File: config.mk
export PLATFORM = sky130hd
export DESIGN_NAME = regfile_wb_arbiter_flat
export DESIGN_NICKNAME = d
export VERILOG_FILES = /design/src/rtl/wb_pkg.sv /design/src/rtl/regfile_wb_arbiter_if.sv /design/src/rtl/regfile_wb_arbiter_rr_select.sv /design/src/rtl/regfile_wb_arbiter.sv /design/src/flat_wrapper.sv
export SDC_FILE = /design/constraint.sdc
export NUM_CORES = 1
export LEC_CHECK = 0
export ABC_CLOCK_PERIOD_IN_PS = 23200
export CAP_MARGIN = 20
export CORE_MARGIN = 10
export CORE_UTILIZATION = 30
export DETAILED_ROUTE_END_ITERATION = 6
export GPL_TIMING_DRIVEN = 0
export PLACE_DENSITY = 0.56
export SLEW_MARGIN = 20
export SYNTH_ARGS = -nofsm -noshare
export SYNTH_HDL_FRONTEND = slang
export SYNTH_HIERARCHICAL = 1
export SYNTH_SLANG_ARGS = --single-unit
File: constraint.sdc
create_clock -name clk_i -period 23.2 [get_ports clk_i]
set_input_delay 5.8 -clock clk_i [delete_from_list [all_inputs] [get_ports clk_i]]
set_output_delay 5.8 -clock clk_i [all_outputs]
set_load 0.05 [all_outputs]
File: src/rtl/wb_pkg.sv
`default_nettype none
// ============================================================================
// wb_pkg : register-address constants and helpers for the writeback arbiter
// Revision: 1.0
// ============================================================================
package wb_pkg;

    localparam int REG_ADDR_W = 5;
    localparam int NUM_REGS   = 32;

    typedef logic [REG_ADDR_W-1:0] reg_addr_t;

    function automatic logic [NUM_REGS-1:0] addr_onehot(input reg_addr_t addr);
        logic [NUM_REGS-1:0] mask;
        mask = NUM_REGS'(1) << addr;
        return mask;
    endfunction

endpackage
`default_nettype wire

File: src/rtl/regfile_wb_arbiter_if.sv
`default_nettype none
// ============================================================================
// regfile_wb_arbiter_if : source-side handshakes plus register-file write bus
// Revision: 1.0
// ============================================================================
interface regfile_wb_arbiter_if
    import wb_pkg::*;
#(
    parameter int DATA_WIDTH     = 64,
    parameter int NR_SOURCES     = 4,
    parameter int NR_WRITE_PORTS = 2
);

    logic [NR_SOURCES-1:0]                      src_valid_i;
    logic [NR_SOURCES-1:0]                      src_ready_o;
    reg_addr_t [NR_SOURCES-1:0]                 src_waddr_i;
    logic [NR_SOURCES-1:0][DATA_WIDTH-1:0]      src_wdata_i;

    logic [NR_WRITE_PORTS-1:0]                  we_o;
    reg_addr_t [NR_WRITE_PORTS-1:0]             waddr_o;
    logic [NR_WRITE_PORTS-1:0][DATA_WIDTH-1:0]  wdata_o;
    logic [NUM_REGS-1:0]                        pending_o;

    modport slave (
        input  src_valid_i, src_waddr_i, src_wdata_i,
        output src_ready_o, we_o, waddr_o, wdata_o, pending_o
    );

    modport master (
        output src_valid_i, src_waddr_i, src_wdata_i,
        input  src_ready_o, we_o, waddr_o, wdata_o, pending_o
    );

endinterface
`default_nettype wire

File: src/rtl/regfile_wb_arbiter_rr_select.sv
`default_nettype none
// ============================================================================
// wb_rr_select : round-robin multi-grant picker that never grants two sources
//                targeting the same register in one cycle
// Revision: 1.0
// ============================================================================
module wb_rr_select
    import wb_pkg::*;
#(
    parameter int NR_SOURCES     = 4,
    parameter int NR_WRITE_PORTS = 2,
    parameter int PTR_W          = 2
) (
    input  logic [NR_SOURCES-1:0]                  full_i,
    input  reg_addr_t [NR_SOURCES-1:0]             addr_i,
    input  logic [PTR_W-1:0]                       rr_ptr_i,
    output logic [NR_SOURCES-1:0]                  grant_o,
    output logic [NR_WRITE_PORTS-1:0]              port_valid_o,
    output logic [NR_WRITE_PORTS-1:0][PTR_W-1:0]   port_src_o,
    output logic [PTR_W-1:0]                       rr_ptr_next_o
);

    reg_addr_t used_addr [NR_WRITE_PORTS];
    int        n_granted;
    logic      clash;

    // Outer loop is scan position, inner loop finds the source at that
    // position, so every array index stays a loop constant.
    always_comb begin
        grant_o       = '0;
        port_valid_o  = '0;
        port_src_o    = '0;
        rr_ptr_next_o = rr_ptr_i;
        n_granted     = 0;
        clash         = 1'b0;
        for (int k = 0; k < NR_WRITE_PORTS; k++) begin
            used_addr[k] = '0;
        end

        for (int i = 0; i < NR_SOURCES; i++) begin
            for (int j = 0; j < NR_SOURCES; j++) begin
                if (((j + NR_SOURCES - int'(rr_ptr_i)) % NR_SOURCES) == i) begin
                    if (full_i[j] && (n_granted < NR_WRITE_PORTS)) begin
                        clash = 1'b0;
                        for (int k = 0; k < NR_WRITE_PORTS; k++) begin
                            if ((k < n_granted) && (used_addr[k] == addr_i[j])) begin
                                clash = 1'b1;
                            end
                        end
                        if (!clash) begin
                            grant_o[j] = 1'b1;
                            for (int k = 0; k < NR_WRITE_PORTS; k++) begin
                                if (k == n_granted) begin
                                    port_valid_o[k] = 1'b1;
                                    port_src_o[k]   = PTR_W'(j);
                                    used_addr[k]    = addr_i[j];
                                end
                            end
                            n_granted     = n_granted + 1;
                            rr_ptr_next_o = PTR_W'((j + 1) % NR_SOURCES);
                        end
                    end
                end
            end
        end
    end

endmodule
`default_nettype wire

File: src/rtl/regfile_wb_arbiter.sv
`default_nettype none
// ============================================================================
// regfile_wb_arbiter : single-entry buffer per functional-unit result, drained
//                      round-robin onto registered register-file write ports
// Revision: 1.0
// ============================================================================
module regfile_wb_arbiter
    import wb_pkg::*;
#(
    parameter int DATA_WIDTH     = 64,
    parameter int NR_SOURCES     = 4,
    parameter int NR_WRITE_PORTS = 2,
    parameter bit DROP_X0        = 1'b1
) (
    input  logic                 clk_i,
    input  logic                 rst_i,
    regfile_wb_arbiter_if.slave  bus
);

    localparam int PTR_W = (NR_SOURCES > 1) ? $clog2(NR_SOURCES) : 1;

    typedef struct packed {
        reg_addr_t             waddr;
        logic [DATA_WIDTH-1:0] wdata;
    } wb_req_t;

    logic [NR_SOURCES-1:0]                 full_d, full_q;
    wb_req_t [NR_SOURCES-1:0]              buf_d, buf_q;
    logic [PTR_W-1:0]                      rr_ptr_d, rr_ptr_q;
    logic [NR_WRITE_PORTS-1:0]             we_d, we_q;
    wb_req_t [NR_WRITE_PORTS-1:0]          port_d, port_q;

    logic [NR_SOURCES-1:0]                 grant;
    logic [NR_SOURCES-1:0]                 src_ready;
    logic [NR_SOURCES-1:0]                 xfer;
    reg_addr_t [NR_SOURCES-1:0]            buf_addr;
    logic [NR_WRITE_PORTS-1:0]             port_valid;
    logic [NR_WRITE_PORTS-1:0][PTR_W-1:0]  port_src;
    logic [PTR_W-1:0]                      rr_ptr_next;
    logic [NUM_REGS-1:0]                   pending;

    always_comb begin
        for (int i = 0; i < NR_SOURCES; i++) begin
            buf_addr[i] = buf_q[i].waddr;
        end
    end

    wb_rr_select #(
        .NR_SOURCES     (NR_SOURCES),
        .NR_WRITE_PORTS (NR_WRITE_PORTS),
        .PTR_W          (PTR_W)
    ) u_select (
        .full_i        (full_q),
        .addr_i        (buf_addr),
        .rr_ptr_i      (rr_ptr_q),
        .grant_o       (grant),
        .port_valid_o  (port_valid),
        .port_src_o    (port_src),
        .rr_ptr_next_o (rr_ptr_next)
    );

    // A buffer being drained this cycle can accept a new result at once.
    assign src_ready = ~full_q | grant;
    assign xfer      = bus.src_valid_i & src_ready;

    always_comb begin
        full_d = full_q & ~grant;
        buf_d  = buf_q;
        for (int i = 0; i < NR_SOURCES; i++) begin
            if (xfer[i] && !(DROP_X0 && (bus.src_waddr_i[i] == '0))) begin
                full_d[i]       = 1'b1;
                buf_d[i].waddr  = bus.src_waddr_i[i];
                buf_d[i].wdata  = bus.src_wdata_i[i];
            end
        end
    end

    always_comb begin
        we_d     = port_valid;
        port_d   = port_q;
        rr_ptr_d = rr_ptr_next;
        for (int k = 0; k < NR_WRITE_PORTS; k++) begin
            for (int j = 0; j < NR_SOURCES; j++) begin
                if (port_valid[k] && (port_src[k] == PTR_W'(j))) begin
                    port_d[k] = buf_q[j];
                end
            end
        end
    end

    always_ff @(posedge clk_i) begin
        if (rst_i) begin
            full_q   <= '0;
            buf_q    <= '0;
            rr_ptr_q <= '0;
            we_q     <= '0;
            port_q   <= '0;
        end else begin
            full_q   <= full_d;
            buf_q    <= buf_d;
            rr_ptr_q <= rr_ptr_d;
            we_q     <= we_d;
            port_q   <= port_d;
        end
    end

    always_comb begin
        pending = '0;
        for (int i = 0; i < NR_SOURCES; i++) begin
            if (full_q[i]) begin
                pending = pending | addr_onehot(buf_q[i].waddr);
            end
        end
        for (int k = 0; k < NR_WRITE_PORTS; k++) begin
            if (we_q[k]) begin
                pending = pending | addr_onehot(port_q[k].waddr);
            end
        end
        if (DROP_X0) begin
            pending[0] = 1'b0;
        end
    end

    always_comb begin
        for (int k = 0; k < NR_WRITE_PORTS; k++) begin
            bus.waddr_o[k] = port_q[k].waddr;
            bus.wdata_o[k] = port_q[k].wdata;
        end
    end

    assign bus.src_ready_o = src_ready;
    assign bus.we_o        = we_q;
    assign bus.pending_o   = pending;

endmodule
`default_nettype wire

File: src/flat_wrapper.sv
// flat-port wrapper written by rule: the top's interface ports become plain ports
module regfile_wb_arbiter_flat import wb_pkg::*;
#(
    parameter int DATA_WIDTH     = 64,
    parameter int NR_SOURCES     = 4,
    parameter int NR_WRITE_PORTS = 2,
    parameter bit DROP_X0        = 1'b1
)
  (clk_i, rst_i, bus_src_valid_i, bus_src_waddr_i, bus_src_wdata_i, bus_src_ready_o, bus_we_o, bus_waddr_o, bus_wdata_o, bus_pending_o);
  regfile_wb_arbiter_if #(.DATA_WIDTH(DATA_WIDTH), .NR_SOURCES(NR_SOURCES), .NR_WRITE_PORTS(NR_WRITE_PORTS)) bus_i ();
  input  logic clk_i;
  input  logic rst_i;
  input wire logic [$bits(bus_i.src_valid_i)-1:0] bus_src_valid_i;
  input wire logic [$bits(bus_i.src_waddr_i)-1:0] bus_src_waddr_i;
  input wire logic [$bits(bus_i.src_wdata_i)-1:0] bus_src_wdata_i;
  output wire logic [$bits(bus_i.src_ready_o)-1:0] bus_src_ready_o;
  output wire logic [$bits(bus_i.we_o)-1:0] bus_we_o;
  output wire logic [$bits(bus_i.waddr_o)-1:0] bus_waddr_o;
  output wire logic [$bits(bus_i.wdata_o)-1:0] bus_wdata_o;
  output wire logic [$bits(bus_i.pending_o)-1:0] bus_pending_o;
  assign bus_i.src_valid_i = bus_src_valid_i;
  assign bus_i.src_waddr_i = bus_src_waddr_i;
  assign bus_i.src_wdata_i = bus_src_wdata_i;
  assign bus_src_ready_o = bus_i.src_ready_o;
  assign bus_we_o = bus_i.we_o;
  assign bus_waddr_o = bus_i.waddr_o;
  assign bus_wdata_o = bus_i.wdata_o;
  assign bus_pending_o = bus_i.pending_o;
  regfile_wb_arbiter #(.DATA_WIDTH(DATA_WIDTH), .NR_SOURCES(NR_SOURCES), .NR_WRITE_PORTS(NR_WRITE_PORTS), .DROP_X0(DROP_X0)) u_core (.clk_i(clk_i), .rst_i(rst_i), .bus(bus_i));
endmodule
After elaboration in Yosys (flattened, before gate mapping):

Cells that the tools add are included.
Widths: inputs -> output; s select.

* bits in registers: 422
* bits of input ports: 282
* output and inout port bits: 176
* logic and storage cells: 691

* add/subtract/negate cells: 18
* $lt $le $gt $ge: 45
* eq/ne operators: 62
* shift operators: 6
* multiplexer cells: 438
* bitwise operators: 14
* reduce and logical (&&, ||, !) cells: 93

Operators by type and width (number)
* $mux 32: 48
* $logic_not 32->1: 19
* $mux 69: 8
* $eq 2x32->1 const A: 15
* $lt 1x32->1 const A: 15
* $lt 2x32->1 const A: 15
* $lt 32x3->1 const B: 15
* $add 32x2->32 const B: 14
* $mux 10: 42
* $mux 2: 120
* $shl 1x5->32 const A: 6
* $mux 4: 42
* $or 32x32->32: 5
* $mux 5: 30
* $eq 5x5->1: 29
* $mux 1: 145
* $logic_and 1x1->1: 57
* $logic_not 5->1: 5
* $eq 3x3->1 const B: 8
* $sub 3x2->4 const A: 4
* $eq 3x2->1 const B: 4
* $mux 3: 3
* $and 4x4->4: 2
* $eq 2x2->1 const B: 4
* other kinds (8): 21

Depth between registers and ports, before layout:

Gate-level depths: netlist of the first run.

* depth in word-level cells: 146
* depth in mapped cells: 88
* mapped depth without buffers: 80

Modules after synthesis:

Netlist of the first run, hierarchy kept.

By module, submodules not included
* regfile_wb_arbiter: instances 1, cells each 2242, area each 20607.3 um2, sequential area each 8448.1 um2
* wb_rr_select: instances 1, cells each 727, area each 5113.7 um2, sequential area each 0.0 um2

Least setup slack after synthesis of the first run:

OpenSTA, ideal clock, no wires.

* path type: reg-to-output
* from: reg u_core.rr_ptr_q[0]
* to: out bus_src_ready_o[3]
* arrival time: 16.280 ns
* data required time: 17.400 ns
* path slack: 1.120 ns
* stages on the path, launching flop included: 82
* buffers on the path: 6
* path through: dfxtp_1 buf_4 clkbuf_1 nand2_1 a21oi_1 inv_1 ha_1 and4b_4 a211oi_2 xnor2_1 a2111oi_4 a31o_2 nor2_1 nor2_1 ha_1 inv_1 o311ai_1 nand2_1 [46 not listed] ha_1 inv_1 or3_1 clkbuf_1 nor3_1 o21ai_0 and3b_2 a41oi_4 xor2_2 inv_1 ha_1 o21ai_0 nand2_1 o31ai_2 and4b_1 a211oi_1 a31oi_1 nand2b_1

* longest elaborated chain between the ends: 141

Ends and longest elaborated chain
* from (decl): RTL line regfile_wb_arbiter.sv:29 `logic [PTR_W-1:0] rr_ptr_d, rr_ptr_q;`
* from (signal assigned): RTL line regfile_wb_arbiter.sv:101 `rr_ptr_q <= rr_ptr_d;`
* $sub 3x2->4: RTL line regfile_wb_arbiter_rr_select.sv:42 `if (((j + NR_SOURCES - int'(rr_ptr_i)) % NR_SOURCES) == i) begin`
* $reduce_or 2->1 (no source line)
* $and 1x1->1 (no source line)
* $logic_not 32->1: RTL line regfile_wb_arbiter_rr_select.sv:42
* $mux 1 / $mux 5 (equally long branches): RTL line regfile_wb_arbiter_rr_select.sv:42
* $lt 1x32->1 / $eq 5x5->1 (equally long branches): RTL line regfile_wb_arbiter_rr_select.sv:46 `if ((k < n_granted) && (used_addr[k] == addr_i[j])) begin`
* $logic_and 1x1->1: RTL line regfile_wb_arbiter_rr_select.sv:46
* $mux 1 (2 in series): RTL line regfile_wb_arbiter_rr_select.sv:46
* [124 not listed]
* $mux 1 (2 in series): RTL line regfile_wb_arbiter_rr_select.sv:46
* $mux 1: RTL line regfile_wb_arbiter_rr_select.sv:43 `if (full_i[j] && (n_granted < NR_WRITE_PORTS)) begin`
* $mux 1: RTL line regfile_wb_arbiter_rr_select.sv:42
* $mux 1: RTL line regfile_wb_arbiter_rr_select.sv:50 `if (!clash) begin`
* $mux 1: RTL line regfile_wb_arbiter_rr_select.sv:43
* $mux 1 *: RTL line regfile_wb_arbiter_rr_select.sv:42
* via u_core.grant[3]: RTL line regfile_wb_arbiter.sv:33 `logic [NR_SOURCES-1:0] grant;`
* $or 4x4->4 *: RTL line regfile_wb_arbiter.sv:63 `assign src_ready = ~full_q | grant;`
* to (decl): RTL line flat_wrapper.sv:16 `output wire logic [$bits(bus_i.src_ready_o)-1:0] bus_src_ready_o;`

Mark *: on every way through the listed nets, which the timed path passes. The rest lies on a longest branch. The select of a mux whose other input is x is not followed.

Final worst setup path of the first run:

Same ends and word-level chain as after synthesis.

==> metrics.md, run 1 <==
| Metric | Value |
|---|---|
| DR WL/cell | `about 26 microns` |
| Worst path bufs/invs | `17` |
| Vias in the first global route | `~26k` |
| Clock buffer depth | `3` |
| CP required | `17400 ps` |
| Leakage | `12.4 nW` |
| Syn Inst Count | `2969` |
| # H-tree levels | `2` |
| Share of cells above drive strength 1 | `approximately 10%` |
| Largest net degree at the start of global routing | `19` |
| Clock sinks | `between 400 and 500` |
| Period utilization | `a little over nine tenths` |
| Peak supply drop | `0.0804 mV` |
| Minimum clock period | `around 23000 ps` |
| Placer Congestion | `0.933` |
| Actual slew at the worst max-slew pin | `between 1000 and 1500 ps` |
| Max Clock Freq | `44.1 MHz` |
| Mapped Avg Cell Area | `8.66 sq um` |
| Multi-input gate area | `16300 sq um` |
| Core ar. | `85100 sq um` |
| DRT iter0 DRCs | `around 2.8k` |
| Crit-path max FO | `10` |
| Routed Antenna Nets | `0` |
| Total grt overflow | `0` |
| Initial core utilization | `30.2%` |
| All-Layer GR Usage | `24.0%` |
| # fillers | `approximately 9k` |
| Max-cap violation count | `0` |
| Max stage delay cell, worst path | `or4_1` |
| Worst path max stage delay | `430 ps` |
| Area growth from synthesis to layout | `33.1%` |
| Die Y | `roughly 310 microns` |
| Hold_ws | `451 ps` |
| Final-report setup violation count | `0` |
| Final Hold Viols | `0` |
| Antenna violations before repair | `23` |
| Residual DRC | `11` |
| CTS buffer count | `48` |
| Violated checks | `DRC` |
| Number of flops mapped to enable cells by yosys | `0` |
| Routed wire length | `between 100 and 150 mm` |
| Slew HR | `19.1%` |
| Worst setup EP type | `output port` |
| Synth Flop Type | `dfxtp_1` |
| Critical path's top delay family | `simple AND/OR/NAND/NOR gates` |
| First-pass GRT wire length | `179 mm` |
| Startpoint types | `flip-flop` |
| Via count | `26.0k` |
| Clock Root Buffer | `clkbuf_16` |
| Worst min path class | `reg -> reg` |
| Run status | `finished with violations` |
| CP Class | `reg -> out` |
| P per Cell Area | `129 nW/um^2` |
| Setup TNS | `0 ps` |
| Total power | `approximately 0.0044 W` |
| Asr flop ratio synth | `0%` |
| Post-layout util | `slightly above 40%` |
| Cell Rows | `107` |
| Die Wd | `roughly 310 microns` |
| Post-synthesis sequential area ratio | `32.8%` |
| Vias/cell | `5.53` |
| Layout net count | `3832` |
| DP HPWL | `94.3 mm` |
| Clk slew on worst S/H paths | `60 ps` |
| Clock Skews | `24.8 ps` |
| Synthesis-stage register bit count | `422` |
| Count of cell types in the netlist | `~120` |
| Port Buf Inserts | `455` |
| Die footprint | `97800 sq um` |
| 1st-pass router iterations | `7` |
| Max-slew violations | `0` |
| CP arrival | `16860 ps` |
| CTS tree | `done` |
| Synth warn | `6` |
| Clock latency on the worst-skew pair | `about 610 ps` |
| Io pins | `458` |
| Placed cells | `4571` |
| Seq. cell area | `8460 sq um` |
| Cell Count, Final, Fillers Out | `between 4k and 5k` |
| Mapped Area | `25700 sq um` |
==> path summary, 6_finish.rpt <==
kind,startpoint,to,slack [ps],depth (start not counted)
min reg2reg,u_core/bus.wdata_o[67],u_core/bus.wdata_o[67],450,2
max,u_core/rr_ptr_q[0],bus_src_ready_o[3],540,83
max reg2reg,u_core/rr_ptr_q[0],u_core/bus.wdata_o[99],4670,89
min,u_core/bus.wdata_o[67],u_core/bus.wdata_o[67],450,2
==> per-layer routing <==
| metal | track usage [%] | up-vias | wire length [microns] |
|---|---|---|---|
| li1 | - | 11900 | - |
| met1 | 30.4 | 12600 | 50800 |
| met2 | 39.7 | 1259 | 57400 |
| met3 | 6.85 | 228 | 12300 |
| met4 | 5.74 | 36 | 3280 |
| met5 | 0 | - | 221 |
==> registers in the layout, summed over array words and instances, names as in the netlist <==
register / count
u_core/bus.we_o: 2
u_core/bus.waddr_o: 10
u_core/full_q: 4
u_core/rr_ptr_q: 2
u_core/buf_addr: 20
u_core/bus.wdata_o: 128
u_core/buf_q: 256
==> synthesized netlist by cell type (29+ instances only) <==
master | n | area, sq um
a21oi_1 | 43 | 215
a22oi_1 | 86 | 646
buf_2 | 31 | 155
clkbuf_1 | 182 | 683
dfxtp_1 | 422 | 8450
inv_1 | 62 | 233
mux2i_1 | 281 | 2810
nand2_1 | 195 | 732
nand2b_1 | 555 | 3470
nand3_1 | 63 | 315
nor2_1 | 57 | 214
nor3_1 | 29 | 145
o21ai_0 | 181 | 906
o221ai_1 | 133 | 1160
o22ai_1 | 138 | 863
xnor2_1 | 48 | 420
==> metrics by stage <==
step	worst slack (ps)	instance area, sq um
after floorplan	1120	25700
after global placement	-4060	31700
after detailed placement	-3910	31700
after CTS	2.37	33900
after global routing	-44.9	34200
final	539	34200
==> cells by family after synthesis <==
group                      share of synthesized area [%]
other                                             0.0438
buffers and inverters                               5.74
AOI/OAI and AO/OA                                   21.1
and+or+nand+nor                                     24.8
DFF                                                 32.8
adders and majority gates                           1.36
xor gates and xnor gates                            2.26
muxes                                               11.9
==> report_power, final <==
group | total [W] | internal [W] | switching (W)
clock network | 0.000802 | 0.000470 | 0.000332
logic | 0.00265 | 0.000913 | 0.00173
registers | 0.000971 | 0.000852 | 0.000119
total | 0.00442 | 0.00224 | 0.00218
==> layout by cell type, fill, tap and decap left out, types with 9 or more instances in the layout <==
cell / synthesis / final
a211oi_1: 15 / 12
a21o_1: 10 / 10
a21oi_1: 43 / 40
a22oi_1: 86 / 86
a31oi_1: 11 / 9
and2_1: 15 / 13
and3_1: 10 / 10
and4b_1: 21 / 21
buf_1: 13 / 12
buf_2: 31 / 30
buf_4: 3 / 52
buf_6: 17 / 18
clkbuf_1: 182 / 186
clkbuf_16: 0 / 48
clkbuf_8: 7 / 20
clkdlybuf4s50_1: 0 / 453
dfxtp_1: 422 / 416
ha_1: 28 / 18
inv_1: 62 / 61
mux2_2: 9 / 9
mux2i_1: 281 / 279
nand2_1: 195 / 191
nand2b_1: 555 / 553
nand3_1: 63 / 61
nand4b_1: 14 / 14
nor2_1: 57 / 52
nor2b_1: 20 / 20
nor3_1: 29 / 23
nor4bb_1: 19 / 19
o211a_1: 10 / 10
o211ai_1: 13 / 13
o21a_1: 10 / 10
o21ai_0: 181 / 179
o21ai_1: 16 / 16
o221ai_1: 133 / 133
o22ai_1: 138 / 138
xnor2_1: 48 / 42
==> final cells by class <==
type | instances | area share [%]
Tap cell | 1144 | 4.18
Clock inverter | 13 | 0.650
Clock buffer | 72 | 4.15
Antenna cell | 2 | 0.0146
Buffer | 252 | 3.63
Inverter | 63 | 0.694
Sequential cell | 422 | 24.7
Multi-Input combinational cell | 2231 | 47.5
Timing Repair Buffer | 504 | 14.4
==> worst register-to-register path: cells and delay by family (launching register included) <==
family                     cells  cell delay, ps
adders and majority gates     11            2560
xor gates and xnor gates       7            1190
DFF                            1             350
muxes                          1             230
buffers and inverters         20            3970
and+or+nand+nor               25            4930
AOI/OAI and AO/OA             25            5250
==> what timing repair did <==
item                                    4_1_cts  5_1_grt
endpoints found under the setup margin        4        3
pin swaps                                    19       25
setup buffers                                27       21
hold buffers                                  0        0
resized for setup                            72       43
Note: power is estimated with default switching activity, not from simulation.
==> inputs of run 2 (changes only) <==
- CORE_MARGIN: 10 -> not set
- CORE_UTILIZATION: 30 -> 51
- PLACE_DENSITY: 0.56 -> 0.84
==> metrics.md, run 2 (synthesis results as in run 1) <==
| Metric | Value |
|---|---|
| Worst min path class | `reg -> reg` |
| Max stage delay cell, worst path | `dfxtp_1` |
| Total power | `0.00428 W (-3.2%)` |
| Area growth from synthesis to layout | `29.4%` |
| CTS tree | `done` |
| Peak supply drop | `0.0926 mV (+15%)` |
| Top sig layer | `met5` |
| Cell Count, Final, Fillers Out | `4209 (-11%)` |
| Clock buffer depth | `3 (unchanged)` |
| CP startpoint | `u_core/buf_addr[4]` |
| Max reg flops | `256 (unchanged)` |
| Worst setup EP type | `output port` |
| CP required | `17400 ps (about the same)` |
| 1st-pass router iterations | `7 (unchanged)` |
| Clk slew on worst S/H paths | `60 ps (about the same)` |
| Clock sinks | `422 (unchanged)` |
| Crit-path max FO | `10 (unchanged)` |
| Leakage | `12.2 nW (-1.4%)` |
| Startpoint types | `flip-flop` |
| Period utilization | `98.1% (+0.46 points)` |
| CP Class | `reg -> out` |
| DP Area | `31100 sq um (-1.9%)` |
| Run status | `complete, no violations` |
| Max Clock Freq | `43.9 MHz (-0.47%)` |
| P per Cell Area | `129 nW/um^2 (-0.34%)` |
| Residual DRC | `0 (-11)` |
| Actual slew at the worst max-slew pin | `1080 ps (-117 ps)` |
| Hold-fix buffers at CTS | `0 (unchanged)` |
| Antenna violations before repair | `20 (-13%)` |
| Setup TNS | `0 ps (unchanged)` |
| DRT iter0 DRCs | `3739 (+34%)` |
| Via count | `27.1k (+4.4%)` |
| Max-slew violations | `0 (unchanged)` |
| First-pass GRT wire length | `156 mm (-13%)` |
| Layout net count | `3819 (-0.34%)` |
| Hold Crit Start | `u_core/bus.wdata_o[1]` |
| Clock latency on the worst-skew pair | `600 ps (about the same)` |
| Total grt overflow | `0 (unchanged)` |
| Most frequent cells in the layout | `554 x nand2b_1, 453 x clkdlybuf4s50_1, 418 x dfxtp_1` |
| CP arrival | `16970 ps (+110 ps)` |
| Initial core utilization | `52.1% (+22 points)` |
| M1 WL | `39.4 mm (-23%)` |
| Routed wire length | `108 mm (-13%)` |
| DR WL/cell | `25.7 microns (-2.7%)` |
| Share of cells above drive strength 1 | `9.07% (-0.77 points)` |
| Met3 wire length | `13.5 mm (+10%)` |
| Cell Rows | `81 (-24%)` |
| Met2 wire len | `47.8 mm (-17%)` |
| Die Wd | `227 microns (-28%)` |
| Final Hold Viols | `0 (unchanged)` |
| Vias/cell | `6.45 (+17%)` |
| Fin area | `33300 sq um (-2.8%)` |
| Vias in the first global route | `25.7k (-0.99%)` |
| # H-tree levels | `2 (unchanged)` |
| Core ar. | `49400 sq um (-42%)` |
| Worst path max stage delay | `620 ps (+190 ps)` |
| CTS buffer count | `45 (-6.3%)` |
| Minimum clock period | `22770 ps (+107 ps)` |
| Slew HR | `27.9% (+8.8 points)` |
| Critical Path Most Common Cell | `inv_1` |
| Largest net degree at the start of global routing | `19 (unchanged)` |
| Commonest non-fill, non-tap cell in the layout | `nand2b_1` |
| Largest Register | `u_core/buf_q` |
| Clock Root Buffer | `clkbuf_16` |
| Die footprint | `51300 sq um (-48%)` |
| Reg2reg start | `u_core/buf_addr[4]` |
| DP Worst Slack | `-3190 ps (+723 ps)` |
| Worst Setup Slack, final | `432 ps (-107 ps)` |
| All-Layer GR Usage | `40.5% (+17 points)` |
| Final-report setup violation count | `0 (unchanged)` |
| Clock Skews | `28.4 ps (+3.59 ps)` |
| Die Y | `227 microns (-28%)` |
| DP HPWL | `78.8 mm (-16%)` |
| Placed cells | `4090 (-11%)` |
| Port Buf Inserts | `455 (unchanged)` |
| Routed Antenna Nets | `0 (unchanged)` |
| Placer Congestion | `1.06 (+14%)` |
| Max-cap violation count | `0 (unchanged)` |
| Io pins | `458 (unchanged)` |
[run 2: cell types whose count changed in the layout (fill, tap and decap cells not counted), sizes merged]
cell	before	now
clkbuf	259	252
diode	2	7
clkinv	4	9
inv	65	64
buf	114	102
bufinv	4	1
clkdlybuf4s15	1	2
clkinvlp	3	1
[run 2: cell type report]
type | instances | area, sq um
multi-input combinational | 2231 | 16200
fill | 3947 | 16100
sequential | 422 | 8460
timing repair buffer | 495 | 4860
clock buffer | 64 | 1280
buffer | 251 | 1240
tap | 664 | 831
inverter | 63 | 238
clock inverter | 12 | 134
antenna | 7 | 17.5
[run 2: per-layer routing]
layer  vias up  global-route usage, %
met3       484                   12.8
met4        22                   24.7
li1      11900                      -
met5         -                      0
met1     12800                   48.6
met2      1988                   63.1
[run 2: report_power, final]
group | switching [W] | internal, W | total, W
clock | 0.000308 | 0.000396 | 0.000704
combinational | 0.00168 | 0.000920 | 0.00260
sequential | 0.000126 | 0.000852 | 0.000978
total | 0.00211 | 0.00217 | 0.00428
[run 2: path summary, 6_finish.rpt]
kind	cells after the start	endpoint	slack (ps)
setup reg to reg	84	u_core/bus.wdata_o[103]	4920
hold reg to reg	2	u_core/bus.wdata_o[1]	450
setup / recovery	79	bus_src_ready_o[3]	430
hold / removal	2	u_core/bus.wdata_o[1]	450
[run 2: worst max-delay path: cells and delay by family (launching register included)]
family | cells | cell delay, ps
AOI/OAI and AO/OA | 20 | 4230
buffers and inverters | 14 | 1960
DFF | 1 | 620
xor gates and xnor gates | 7 | 1330
muxes | 2 | 650
and+or+nand+nor | 26 | 5430
adders and majority gates | 10 | 2110
[run 2: per-stage QoR]
stage | utilization (%) | hold slack, ps
global route | 67.4 | 480
CTS | 66.6 | 456
finish | 67.4 | 453
detailed placement | 63.0 | 442
global placement | 63.0 | 434
floorplan | - | 458
[run 2: what timing repair did]
action,CTS,global route
endpoints found under the setup margin,4,3
resized for setup,55,48
pin swaps,13,28
setup buffers,16,24
